### config.mk
export PLATFORM = sky130hd
export DESIGN_NAME = load_store_unit
export DESIGN_NICKNAME = d
export VERILOG_FILES = /design/src/rtl/lsu_pkg.sv /design/src/rtl/lsu_range_check.sv /design/src/rtl/load_store_unit.sv
export SDC_FILE = /design/constraint.sdc
export NUM_CORES = 1
export LEC_CHECK = 0
export ABC_AREA = 1
export BUFFER_PORTS_ARGS = -buffer_cell sky130_fd_sc_hd__buf_4
export CORE_MARGIN = 2
export CORE_UTILIZATION = 50
export DETAILED_ROUTE_END_ITERATION = 6
export PLACE_DENSITY = 0.83
export SLEW_MARGIN = 5
export SYNTH_ARGS = -nofsm -noshare
export SYNTH_HDL_FRONTEND = slang
export SYNTH_HIERARCHICAL = 1
export SYNTH_SLANG_ARGS = --single-unit
### constraint.sdc
create_clock -name clk -period 2.7 [get_ports clk]
set_input_delay 0.135 -clock clk [delete_from_list [all_inputs] [get_ports clk]]
set_output_delay 0.135 -clock clk [all_outputs]
set_load 0.05 [all_outputs]
### src/rtl/lsu_pkg.sv
// Shared types and constants for the load/store unit: state encoding,
// default legal data window and datapath widths.
package lsu_pkg;

    localparam int DATA_W = 8;
    localparam int ADDR_W = 8;

    localparam logic [ADDR_W-1:0] ADDR_LO_DEF = 8'd64;
    localparam logic [ADDR_W-1:0] ADDR_HI_DEF = 8'd127;

    typedef enum logic [1:0] {
        ST_IDLE = 2'd0,
        ST_RD   = 2'd1,
        ST_WR   = 2'd2,
        ST_RESP = 2'd3
    } lsu_state_e;

endpackage

### src/rtl/lsu_range_check.sv
// Combinational in-window compare; with CHECK_EN cleared every address is legal.
module lsu_range_check
    import lsu_pkg::*;
#(
    parameter logic [ADDR_W-1:0] ADDR_LO  = ADDR_LO_DEF,
    parameter logic [ADDR_W-1:0] ADDR_HI  = ADDR_HI_DEF,
    parameter bit                CHECK_EN = 1'b1
) (
    input  logic [ADDR_W-1:0] addr,
    output logic              in_range
);

    assign in_range = CHECK_EN ? ((addr >= ADDR_LO) && (addr <= ADDR_HI)) : 1'b1;

endmodule

### src/rtl/load_store_unit.sv
// Single-outstanding load/store unit with an address window check.
// Define LSU_BOUNDS_CHECK_EN to enable the window check, resp_err and fault_count.
module load_store_unit
    import lsu_pkg::*;
#(
    parameter logic [ADDR_W-1:0] ADDR_LO = ADDR_LO_DEF,
    parameter logic [ADDR_W-1:0] ADDR_HI = ADDR_HI_DEF
) (
    input  logic              clk,
    input  logic              rst_n,
    input  logic              req_valid,
    output logic              req_ready,
    input  logic              req_is_store,
    input  logic [ADDR_W-1:0] req_addr,
    input  logic [DATA_W-1:0] req_wdata,
    output logic              resp_valid,
    output logic [DATA_W-1:0] resp_rdata,
    output logic              resp_err,
    output logic [7:0]        fault_count,
    output logic [ADDR_W-1:0] data_address,
    output logic [DATA_W-1:0] write_data,
    output logic              write_enable,
    input  logic [DATA_W-1:0] read_data
);

`ifdef LSU_BOUNDS_CHECK_EN
    localparam bit CHECK_EN = 1'b1;
`else
    localparam bit CHECK_EN = 1'b0;
`endif

    lsu_state_e        state_q;
    logic [ADDR_W-1:0] addr_q;
    logic [ADDR_W-1:0] addr_d;
    logic [DATA_W-1:0] wdata_q;
    logic              is_store_q;
    logic              err_q;
    logic [ADDR_W-1:0] data_address_q;
    logic              handshake;
    logic              addr_ok;

    assign handshake = req_valid && (state_q == ST_IDLE);

    // The window check looks at the address exactly as it will be latched.
    assign addr_d = handshake ? req_addr : addr_q;

    lsu_range_check #(
        .ADDR_LO  (ADDR_LO),
        .ADDR_HI  (ADDR_HI),
        .CHECK_EN (CHECK_EN)
    ) u_range_check (
        .addr     (addr_d),
        .in_range (addr_ok)
    );

    always_ff @(posedge clk) begin
        if (!rst_n) begin
            state_q        <= ST_IDLE;
            addr_q         <= '0;
            wdata_q        <= '0;
            is_store_q     <= 1'b0;
            err_q          <= 1'b0;
            data_address_q <= '0;
        end else begin
            unique case (state_q)
                ST_IDLE: begin
                    if (req_valid) begin
                        addr_q     <= req_addr;
                        wdata_q    <= req_wdata;
                        is_store_q <= req_is_store;
                        if (addr_ok) begin
                            err_q          <= 1'b0;
                            data_address_q <= req_addr;
                            state_q        <= req_is_store ? ST_WR : ST_RD;
                        end else begin
                            // Faults skip the memory entirely and keep the old address.
                            err_q   <= 1'b1;
                            state_q <= ST_RESP;
                        end
                    end
                end
                ST_RD:   state_q <= ST_RESP;
                ST_WR:   state_q <= ST_RESP;
                ST_RESP: begin
                    err_q   <= 1'b0;
                    state_q <= ST_IDLE;
                end
                default: state_q <= ST_IDLE;
            endcase
        end
    end

`ifdef LSU_BOUNDS_CHECK_EN
    logic [7:0] fault_count_q;

    // Counted on the edge that enters RESP with an error pending.
    always_ff @(posedge clk) begin
        if (!rst_n) begin
            fault_count_q <= '0;
        end else if (handshake && !addr_ok && (fault_count_q != 8'hFF)) begin
            fault_count_q <= fault_count_q + 8'd1;
        end
    end

    assign fault_count = fault_count_q;
    assign resp_err    = resp_valid && err_q;
`else
    assign fault_count = '0;
    assign resp_err    = 1'b0;
`endif

    assign req_ready    = (state_q == ST_IDLE);
    // Gated by rst_n so a reset edge can neither commit a write nor report completion.
    assign resp_valid   = (state_q == ST_RESP) && rst_n;
    assign write_enable = (state_q == ST_WR) && rst_n;
    assign write_data   = (state_q == ST_WR) ? wdata_q : '0;
    assign data_address = data_address_q;
    assign resp_rdata   = (resp_valid && !is_store_q && !err_q) ? read_data : '0;

endmodule
==> out/metrics.sh, run 1 <==
STATUS='finished, final reports clean'
VIAS_PER_CELL=4.415
INTERNAL_POWER_uW=631.8
MAPPEDNETLISTAREA_UM2=1166
FIN_WORST_SKEW_NS=0.004027
POST_ROUTE_CELLS_DRIVE_ABOVE_1_SHARE=0.2532
NUMPORTBUFFERS=54
HTREE_NUM_LEVELS=1
ANTENNA_FOUND_INITIAL=0
SYNTH.AVG_CELL_AREA_UM2=6.137
HPWL_MM=1.821
SYNTH_WARNINGS=6
GP_CONGESTION=0.7770
IO_PINS=64
PERIOD_SHARE=0.6148
CTSHOLDBUFFERS=0
FIRST_PASS_ITERS=4
GRT_PASS1_VIAS=942
RSZ0062_AT_GRT='no'
CRITPATHCAPTURETYPE='output pin'
WORST-PATH-MAX-FANOUT=8
MIN_PATH_TYPE='input pin to flop'
GRT_MAX_DEGREE=23
P_LEAK_uW=0.0009643
DIEWIDTH_UM=52.30
CLOCK.FMAX_MHz=602.4
INITIAL_CORE_UTIL=0.5271
PATH_CELLS='ha_1 > nand2_1 > inv_1 > nand2_1 > nor2_1 > buf_4'
START_KIND='flop'
ROOT_BUFFER='clkbuf_4'
GRT_OVERFLOW_TOTAL=0
FINAL_UTIL=0.6991
DATA_ARRIVAL_CRITICAL_PATH_NS=1.53
POWER_PER_CELL_AREA_nW_PER_UM2=806.3
CLOCK_SINKS=20
POWER.CLOCK.FRACTION=0.110
CRIT_TOP_CELL='nand2_1'
CTS_REPAIR_RESIZE_COUNT=0
CLOCK_PATH_BUFFERS=2
ANTENNA-DIODE-COUNT=0
SETUP_VIOL=0
FLOORPLAN.CORE_AREA_UM2=2212
DRT_ITER0_MARKERS=11
FIRST_PASS_GRT_WIRE_LENGTH_MM=3.801
NETLIST_INSTANCES=190
TIMING.SETUP.CRITICAL_PATH_CLASS='flop to output pin'
SLEW_VIOL_FINAL=0
TRITONCTS_CLOCK_TREE='yes'
DETAIL-ROUTE-ANTENNA-NETS=0
ROUTE.DETAILED.DRC=0
DIEAREA_UM2=2735
CRITPATHSLOWESTCELL='dfxtp_1'
FIN_TNS_SETUP_NS=0
POST_CTS.REPAIR.SETUP_BUFFERS=0
POWER.NET_SWITCHING_uW=615.1
NUM_ROWS=17
FINAL_COUNT_OF_HOLD_TIMING_VIOLATIONS=0
VDD.IR_DROP.WORST_V=0.0005436
P_SW_FRAC=0.4933
LAYOUT_MIN_CYCLE_TIME_NS=1.660
TIMING.CRITICAL_PATH.SLOWEST_CELL_DELAY_NS=0.39
TRACK_USAGE=0.1882
AREAGROWTHSYNTHTOFINISH_PCT=32.62
MAX_CAPACITANCE_VIOLATION_COUNT=0
WORST-PATH-BUF-INV=2
CLK_PIN_SLEW_NS=0.10
NUMBER_OF_BUFFERS_CREATED_BY_CTS=3
COMB_POWER_SHARE=0.561
FILLERS=217
POWER.SEQUENTIAL.FRACTION=0.329
DR_WL_CELL_UM=9.223
DETAILROUTE.VIA_COUNT=1170
DIEHEIGHT_UM=52.30
DRT_WL_TOTAL_MM=2.444
CP.REQUIRED_NS=2.57
FINAL_NETS=271
CLK_LATENCY_NS=0.29
CRITICAL-PATH-TOP-DELAY-FAMILY='flip-flops'
## power groups by stage
stage | clock network (µW) | registers (µW) | logic [µW]
4_1_cts | 142 | 410 | 702
5_1_grt | 151 | 418 | 768
3_5_place_dp | 0 | 417 | 696
2_1_floorplan | 0 | 482 | 477
6_report | 137 | 410 | 700
3_3_place_gp | 0 | 415 | 684
## stage by stage
| stage | instances | area (µm²) | hold slack, ns | power, µW | setup slack (ns) |
|---|---|---|---|---|---|
| after floorplan | 198 | 1196 | 0.2820 | 959.0 | 0.7293 |
| after global placement | 262 | 1524 | 0.3835 | 1099 | 1.197 |
| after detailed placement | 262 | 1524 | 0.3836 | 1113 | 1.130 |
| after CTS | 265 | 1546 | 0.07363 | 1255 | 1.015 |
| after global routing | 265 | 1546 | 0.08740 | 1337 | 0.9004 |
| final | 265 | 1546 | 0.07787 | 1247 | 1.040 |
## worst reg2reg max path: stages, from the launching register on
cell and delay (ns):
dfxtp_1 0.33, inv_1 0.10, ha_1 0.47, nand2_2 0.23
inv_2 0.21, nand2_1 0.07, o21ai_1 0.07, nor2_1 0.05
## flip-flops by register name (all words and copies together) (netlist names)
| register | count |
|---|---|
| is_store_q | 1 |
| data_address | 8 |
| state_q | 2 |
| wdata_q | 8 |
| err_q | 1 |
## cells in the final DEF, fill, tap and decap left out, drive strengths merged
cell type  instances
ha                 4
nand4              8
conb              10
nand3              2
o21ai             12
clkbuf             3
dfxtp             20
buf               54
a21oi              2
nand2             33
inv               49
nor2              40
## final cells by class
type,count,area (µm²),share of cell area
clock buffers,3,22.52,0.01456
inverters,49,183.9,0.1189
multi-input cells,111,499.2,0.3228
flip-flops and latches,20,400.4,0.2589
well taps,28,35.03,0.02265
repair buffers,54,405.4,0.2621
## path summary, 6_finish.rpt
path	depth (start not counted)	end	slack [ns]	from
worst min-delay path	3	wdata_q[6]	0.08	req_wdata[6]
worst min register to register	2	wdata_q[6]	0.50	wdata_q[6]
worst max-delay path	6	resp_rdata[3]	1.04	state_q[1]
worst max register to register	7	err_q	1.06	state_q[0]
## metal layers
layer,up-vias,wire length (µm),global-route usage
li1,622,-,-
met2,44,1161,0.3146
met4,0,30,0.1026
met3,4,206,0.04286
met5,-,0,0
met1,500,1045,0.2206
No activity file was read; power rests on OpenSTA's default activity.
==> run 2: changes to the inputs <==
--- a/config.mk
+++ b/config.mk
@@ -8,9 +8,9 @@
 export ABC_AREA = 1
 export BUFFER_PORTS_ARGS = -buffer_cell sky130_fd_sc_hd__buf_4
 export CORE_MARGIN = 2
-export CORE_UTILIZATION = 50
+export CORE_UTILIZATION = 48
 export DETAILED_ROUTE_END_ITERATION = 6
-export PLACE_DENSITY = 0.83
+export PLACE_DENSITY = 0.8
 export SLEW_MARGIN = 5
 export SYNTH_ARGS = -nofsm -noshare
 export SYNTH_HDL_FRONTEND = slang
==> constraint.sdc (replaced) <==
create_clock -name clk -period 1.72 [get_ports clk]
set_input_delay 0.086 -clock clk [delete_from_list [all_inputs] [get_ports clk]]
set_output_delay 0.086 -clock clk [all_outputs]
set_load 0.05 [all_outputs]
==> run 2 against run 1 <==
Net effect: global-route usage down 1.5 points; hold slack lost 0.055 ns; sequential share of layout area decreased by 0.39 points; register-to-register slack got worse by 0.63 ns; setup slack got worse by 0.86 ns; sequential cell count did not move; via count decreased by 4.4%; die area is 3.8% higher.
==> out/metrics.sh, run 2 (synthesized netlist as in run 1, its figures left out) <==
ROOT_BUFFER='clkbuf_4'  # unchanged
MULTI_INPUT_COMB_AREA_UM2=501.7  # was 499.2 µm²
MAX_CAPACITANCE_VIOLATION_COUNT=0  # unchanged
FINAL_NETS=272  # was 271
TRACK_USAGE=0.1734  # was 0.1882
STATUS='finished, final reports clean'  # unchanged
INITIAL_CORE_UTIL=0.5172  # was 0.5271
DPL_CELL_AREA_UM2=1531  # was 1524 µm²
WHS_PATH_DEPTH=3  # unchanged
CLOCK.FMAX_MHz=648.1
FILLERS=207  # was 217
LAYOUT_MIN_CYCLE_TIME_NS=1.543
ANTENNA_FOUND_INITIAL=0  # unchanged
POST_ROUTE_CELLS_DRIVE_ABOVE_1_SHARE=0.2636  # was 0.2532
DIEHEIGHT_UM=53.29  # was 52.30 µm
DETAILROUTE.VIA_COUNT=1119  # was 1170
NUM_ROWS=17  # unchanged
DRT_ITER0_MARKERS=22  # was 11
CTSHOLDBUFFERS=0  # unchanged
START_KIND='flop'  # unchanged
CLK_LATENCY_NS=0.29  # about the same
MIN_PATH_TYPE='input pin to flop'  # unchanged
WHS_ENDPOINT='wdata_q[6]'  # unchanged
DR_WL_CELL_UM=8.562  # was 9.223 µm
REG2REG_FROM='state_q[0]'  # unchanged
AREAGROWTHSYNTHTOFINISH_PCT=34.66  # was 32.62%
WORSTREGTOREGCELLS=7  # unchanged
TIMING.CRITICAL_PATH.SLOWEST_CELL_DELAY_NS=0.39  # about the same
DIEWIDTH_UM=53.29  # was 52.30 µm
FINAL_AREA_UM2=1570  # was 1546 µm²
HOLD_PATH.STARTPOINT='req_wdata[6]'  # unchanged
CP.REQUIRED_NS=1.63  # was 2.57 ns
R2R-END='data_address[0]'  # was err_q
ANTENNA-DIODE-COUNT=0  # unchanged
PERIOD_SHARE=0.8971
RSZ0062_AT_GRT='no'  # unchanged
PATH_CELLS='ha_1 > nand2_1 > inv_1 > nand2_2 > nor2_1 > buf_4'  # was ha_1 > nand2_1 > inv_1 > nand2_1 > nor2_1 > buf_4
FIRST_PASS_GRT_WIRE_LENGTH_MM=3.663  # was 3.801 mm
CRITICAL-PATH-TOP-DELAY-FAMILY='flip-flops'  # unchanged
DATA_ARRIVAL_CRITICAL_PATH_NS=1.46  # was 1.53 ns
HPWL_MM=1.762  # was 1.821 mm
MOSTFREQUENTLAYOUTCELL='buf_4'  # unchanged
HTREE_NUM_LEVELS=1  # unchanged
SETUP_VIOL=0  # unchanged
FIRST_PASS_ITERS=4  # unchanged
FLOORPLAN.CORE_AREA_UM2=2255  # was 2212 µm²
ROUTE.DETAILED.DRC=0  # unchanged
FINAL_COUNT_OF_HOLD_TIMING_VIOLATIONS=0  # unchanged
DETAIL-ROUTE-ANTENNA-NETS=0  # unchanged
POWER_PER_CELL_AREA_nW_PER_UM2=1288  # was 806.3 nW/µm²
CLOCK_SINKS=20  # unchanged
GRT_OVERFLOW_TOTAL=0  # unchanged
DRT_WL_TOTAL_MM=2.286  # was 2.444 mm
WORST-PATH-MAX-FANOUT=8  # unchanged
VDD.IR_DROP.WORST_V=0.001050  # was 0.0005436 V
TIMING.SETUP.CRITICAL_PATH_CLASS='flop to output pin'  # unchanged
CLK_PIN_SLEW_NS=0.11  # was 0.10 ns
GP_CONGESTION=0.7236  # was 0.7770
POST_CTS.REPAIR.SETUP_BUFFERS=0  # unchanged
DIEAREA_UM2=2840  # was 2735 µm²
CLOCK_PATH_BUFFERS=2  # unchanged
FINAL_CELL_MIX='55 x buf_4, 48 x inv_1, 40 x nor2_1'  # was 54 x buf_4, 48 x inv_1, 40 x nor2_1
FIN_WORST_SKEW_NS=0.001711  # was 0.004027 ns
CRITPATHCAPTURETYPE='output pin'  # unchanged
CTS_REPAIR_RESIZE_COUNT=0  # unchanged
GRT_MAX_DEGREE=23  # unchanged
NUMBER_OF_BUFFERS_CREATED_BY_CTS=3  # unchanged
R2R_SETUP_SLACK_NS=0.43  # was 1.06 ns
SLEW_VIOL_FINAL=0  # unchanged
FIN_TNS_SETUP_NS=0  # unchanged
WORST-PATH-BUF-INV=2  # unchanged
IO_PINS=64  # unchanged
P_LEAK_uW=0.0009768  # was 0.0009643 µW
VIAS_PER_CELL=4.191  # was 4.415
AREA.SEQUENTIAL_UM2=400.4  # unchanged
GRT_PASS1_VIAS=869  # was 942
CRIT_PATH_START='state_q[1]'  # unchanged
NUMPORTBUFFERS=54  # unchanged
TRITONCTS_CLOCK_TREE='yes'  # unchanged
CRITPATHSLOWESTCELL='dfxtp_1'  # unchanged
[run 2: worst max-delay path by stage]
stage | end | slack (ns) | cells past startpoint
floorplan | resp_rdata[0] | -0.20 | 5
global placement | resp_rdata[2] | 0.43 | 6
detailed placement | resp_rdata[3] | 0.44 | 6
CTS | resp_rdata[3] | 0.1 | 6
global route | resp_rdata[5] | 0.006 | 6
finish | resp_rdata[3] | 0.18 | 6
[run 2: final cells by class]
class	count	share of cell area
clock buffers	4	0.02311
multi-input cells	111	0.3195
flip-flops and latches	20	0.2550
well taps	28	0.02231
repair buffers	55	0.2629
inverters	49	0.1171
[run 2: metal layers]
metal,vias up,share of wire,track usage
li1,623,-,-
met1,462,0.46,0.2342
met2,32,0.47,0.2695
met3,2,0.057,0.04237
met4,0,0.012,0.05128
met5,-,0,0
[run 2: power breakdown]
part,internal [µW],switching (µW)
sequential,581,63.0
combinational,344,765
clock,129,140
[run 2: worst reg2reg max path, stage by stage, from the launching register on]
cell	delay [ns]
dfxtp_1	0.34
inv_1	0.10
ha_1	0.19
buf_4	0.19
nand3_2	0.19
nand2_1	0.11
inv_1	0.04
nor2_1	0.08
[run 2: stage by stage]
| step | power, µW | utilization | hold slack (ns) | std cells | setup WS [ns] |
|---|---|---|---|---|---|
| floorplan | 1505 | - | 0.2330 | 198 | -0.2017 |
| global placement | 1750 | 0.6792 | 0.3303 | 263 | 0.4264 |
| detailed placement | 1766 | 0.6792 | 0.3272 | 263 | 0.4366 |
| CTS | 2033 | 0.6953 | 0.01761 | 267 | 0.09620 |
| global route | 2188 | 0.6964 | 0.03254 | 267 | 0.006375 |
| finish | 2022 | 0.6964 | 0.02306 | 267 | 0.1770 |
==> run 3: changes to the inputs <==
--- a/config.mk
+++ b/config.mk
@@ -5,12 +5,11 @@
 export SDC_FILE = /design/constraint.sdc
 export NUM_CORES = 1
 export LEC_CHECK = 0
-export ABC_AREA = 1
 export BUFFER_PORTS_ARGS = -buffer_cell sky130_fd_sc_hd__buf_4
 export CORE_MARGIN = 2
-export CORE_UTILIZATION = 48
+export CORE_UTILIZATION = 46
 export DETAILED_ROUTE_END_ITERATION = 6
-export PLACE_DENSITY = 0.8
+export PLACE_DENSITY = 0.79
 export SLEW_MARGIN = 5
 export SYNTH_ARGS = -nofsm -noshare
 export SYNTH_HDL_FRONTEND = slang
==> run 3 against run 2 <==
Net effect: the flow now finishes with violations (setup timing); clock skew about the same; die area down 5.1%; hold slack worse by 0.019 ns; routed wire length up 24%; sequential share of layout area down 1.3 points; power about the same; sequential cell count unchanged; critical endpoint unchanged; largest power group unchanged.
==> out/metrics.sh, run 3 <==
R2R_SETUP_SLACK_NS=0.13  # was 0.43 ns
FINAL_AREA_UM2=1665  # was 1570 µm²
CRITPATHSLOWESTCELL='dfxtp_2'  # was dfxtp_1
POWER.NET_SWITCHING_uW=843.6  # was 968.1 µW
P_SW_FRAC=0.4170  # was 0.4788
CLOCK_PATH_BUFFERS=2  # unchanged
DPL_CELL_AREA_UM2=1420  # was 1531 µm²
FIN_WORST_SKEW_NS=0.002202  # was 0.001711 ns
DRT_ITER0_MARKERS=14  # was 22
POWER_PER_CELL_AREA_nW_PER_UM2=1215  # was 1288 nW/µm²
LAYOUT_MIN_CYCLE_TIME_NS=1.752  # was 1.543 ns
FLOORPLAN.CORE_AREA_UM2=2191  # was 2255 µm²
FIRST_PASS_ITERS=4  # unchanged
SYNTH.AVG_CELL_AREA_UM2=8.000  # was 6.137 µm²
CLK_LATENCY_NS=0.30  # was 0.29 ns
TOPROUTINGLAYERUSED='met4'  # unchanged
NUMBER_OF_BUFFERS_CREATED_BY_CTS=3  # unchanged
MAPPEDNETLISTAREA_UM2=1056  # was 1166 µm²
DRT_WL_TOTAL_MM=2.837  # was 2.286 mm
MAX_CAPACITANCE_VIOLATION_COUNT=0  # unchanged
FINAL_UTIL=0.7601  # was 0.6964
SLEW_VIOL_FINAL=0  # unchanged
GRT_OVERFLOW_TOTAL=0  # unchanged
P_LEAK_uW=0.0007667  # was 0.0009768 µW
IO_PINS=64  # unchanged
WORSTREGTOREGCELLS=7  # unchanged
PERIOD_SHARE=1.019  # was 0.8971
PRECTSSETUPSLACK_NS=0.1980  # was 0.4366 ns
NUMPORTBUFFERS=54  # unchanged
NUM_ROWS=17  # unchanged
DATA_ARRIVAL_CRITICAL_PATH_NS=1.67  # was 1.46 ns
DIEWIDTH_UM=51.92  # was 53.29 µm
START_KIND='flop'  # unchanged
GRT_PASS1_VIAS=929  # was 869
CRIT_CELLS=5  # was 6
CRITICAL-PATH-TOP-DELAY-FAMILY='simple AND/OR/NAND/NOR gates'  # was flip-flops
CRITPATHCAPTURETYPE='output pin'  # unchanged
POWER.SEQUENTIAL.FRACTION=0.302  # was 0.318
STATUS='finished with violations'  # was finished, final reports clean
FINAL_COUNT_OF_HOLD_TIMING_VIOLATIONS=0  # unchanged
TIMING.SETUP.CRITICAL_PATH_CLASS='flop to output pin'  # unchanged
INTERNAL_POWER_uW=1179  # was 1054 µW
ANTENNA_FOUND_INITIAL=0  # unchanged
POST_ROUTE_CELLS_DRIVE_ABOVE_1_SHARE=0.4241  # was 0.2636
ROOT_BUFFER='clkbuf_4'  # unchanged
FILLERS=151  # was 207
INITIAL_CORE_UTIL=0.4820  # was 0.5172
GP_CONGESTION=0.6964  # was 0.7236
POWER.CLOCK.FRACTION=0.191  # was 0.133
TRACK_USAGE=0.2113  # was 0.1734
ANTENNA-DIODE-COUNT=0  # unchanged
MOSTFREQUENTLAYOUTCELL='buf_4'  # unchanged
VIAS_PER_CELL=4.717  # was 4.191
AREAGROWTHSYNTHTOFINISH_PCT=57.70  # was 34.66%
VDD.IR_DROP.WORST_V=0.0008467  # was 0.001050 V
PATH_CELLS='ha_4 > and2_4 > nor3b_4 > and2_4 > buf_8'  # was ha_1 > nand2_1 > inv_1 > nand2_2 > nor2_1 > buf_4
WORST-PATH-BUF-INV=1  # was 2
WHS_PATH_DEPTH=3  # unchanged
TRITONCTS_CLOCK_TREE='yes'  # unchanged
RSZ0062_AT_GRT='yes'  # was no
CLK_PIN_SLEW_NS=0.12  # was 0.11 ns
WIRELENGTH_MET1_MM=1.156  # was 1.048 mm
HPWL_MM=1.798  # was 1.762 mm
DIEAREA_UM2=2695  # was 2840 µm²
FAILED_CHECKS='setup timing'
WORST_SLACK_NS=-0.03222  # was 0.1770 ns
DIEHEIGHT_UM=51.92  # was 53.29 µm
SETUP_VIOL=8  # was 0
DR_WL_CELL_UM=12.95  # was 8.562 µm
COMB_POWER_SHARE=0.507  # was 0.549
MET2ROUTEDLENGTH_MM=1.488  # was 1.080 mm
HTREE_NUM_LEVELS=1  # unchanged
FIRST_PASS_GRT_WIRE_LENGTH_MM=4.202  # was 3.663 mm
CRIT_TOP_CELL='and2_4'
CP.REQUIRED_NS=1.63  # about the same
WL_MET3_UM=137  # was 130 µm
GRT_MAX_DEGREE=32  # was 23
DETAIL-ROUTE-ANTENNA-NETS=0  # unchanged
TIMING.CRITICAL_PATH.SLOWEST_CELL_DELAY_NS=0.37  # was 0.39 ns
SYNTH_WARNINGS=6  # unchanged
WORST-PATH-MAX-FANOUT=8  # unchanged
FINAL_NETS=224  # was 272
FINAL_CELL_MIX='51 x buf_4, 29 x nand2_1, 18 x dfxtp_1'  # was 55 x buf_4, 48 x inv_1, 40 x nor2_1
CLOCK.FMAX_MHz=570.7  # was 648.1 MHz
MIN_PATH_TYPE='input pin to flop'  # unchanged
CLOCK_SINKS=20  # unchanged
NETLIST_INSTANCES=132  # was 190
ROUTE.DETAILED.DRC=0  # unchanged
DETAILROUTE.VIA_COUNT=1033  # was 1119
[run 3: metal layers]
layer | GRT usage | vias up
met5 | 0 | -
met1 | 0.2625 | 472
met2 | 0.3734 | 33
met4 | 0.06579 | 0
li1 | - | 522
met3 | 0.02874 | 6
[run 3: layout make-up]
class                      count  area [µm²]  share of cell area
multi-input combinational    100       604.3              0.3629
timing repair buffer          65       563.0              0.3381
sequential                    20       402.9              0.2419
tap                           28       35.03             0.02104
clock inverter                 1       30.03             0.01803
clock buffer                   3       22.52             0.01352
inverter                       2       7.507            0.004508
[run 3: worst paths after layout]
check / startpoint / endpoint
setup reg to reg: state_q[1] / state_q[1]
hold reg to reg: wdata_q[6] / wdata_q[6]
setup / recovery: state_q[1] / resp_rdata[3]
hold / removal: req_addr[1] / data_address[1]
[run 3: worst min-delay path, delay by kind of cell]
| kind | cells | cell delay [ns] |
|---|---|---|
| simple gates | 1 | 0.05 |
| buf+inv | 1 | 0.08 |
| compound gates | 1 | 0.07 |
[run 3: power by group through the flow]
stage	sequential, µW	clock (µW)	combinational, µW
after detailed placement	608	0	881
after CTS	609	390	963
after global routing	619	416	1100
after floorplan	665	0	629
final	610	387	1030
after global placement	602	0	860
[run 3: repair_timing]
action	4_1_cts	5_1_grt
endpoints found under the setup margin	8	15
hold buffers	6	0
hold endpoints to repair	6	0
resized for setup	18	13
setup buffers	2	3
pin swaps	1	8
[run 3: per-stage QoR]
| stage | setup TNS, ns | total power, µW | cells | hold slack [ns] |
|---|---|---|---|---|
| 2_1_floorplan | 0 | 1294 | 140 | 0.2164 |
| 5_1_grt | -0.7515 | 2137 | 219 | 0.005868 |
| 3_3_place_gp | 0 | 1462 | 204 | 0.3010 |
| 4_1_cts | 0 | 1963 | 216 | 0.004638 |
| 6_report | -0.1648 | 2023 | 219 | 0.004359 |
| 3_5_place_dp | 0 | 1489 | 204 | 0.3140 |
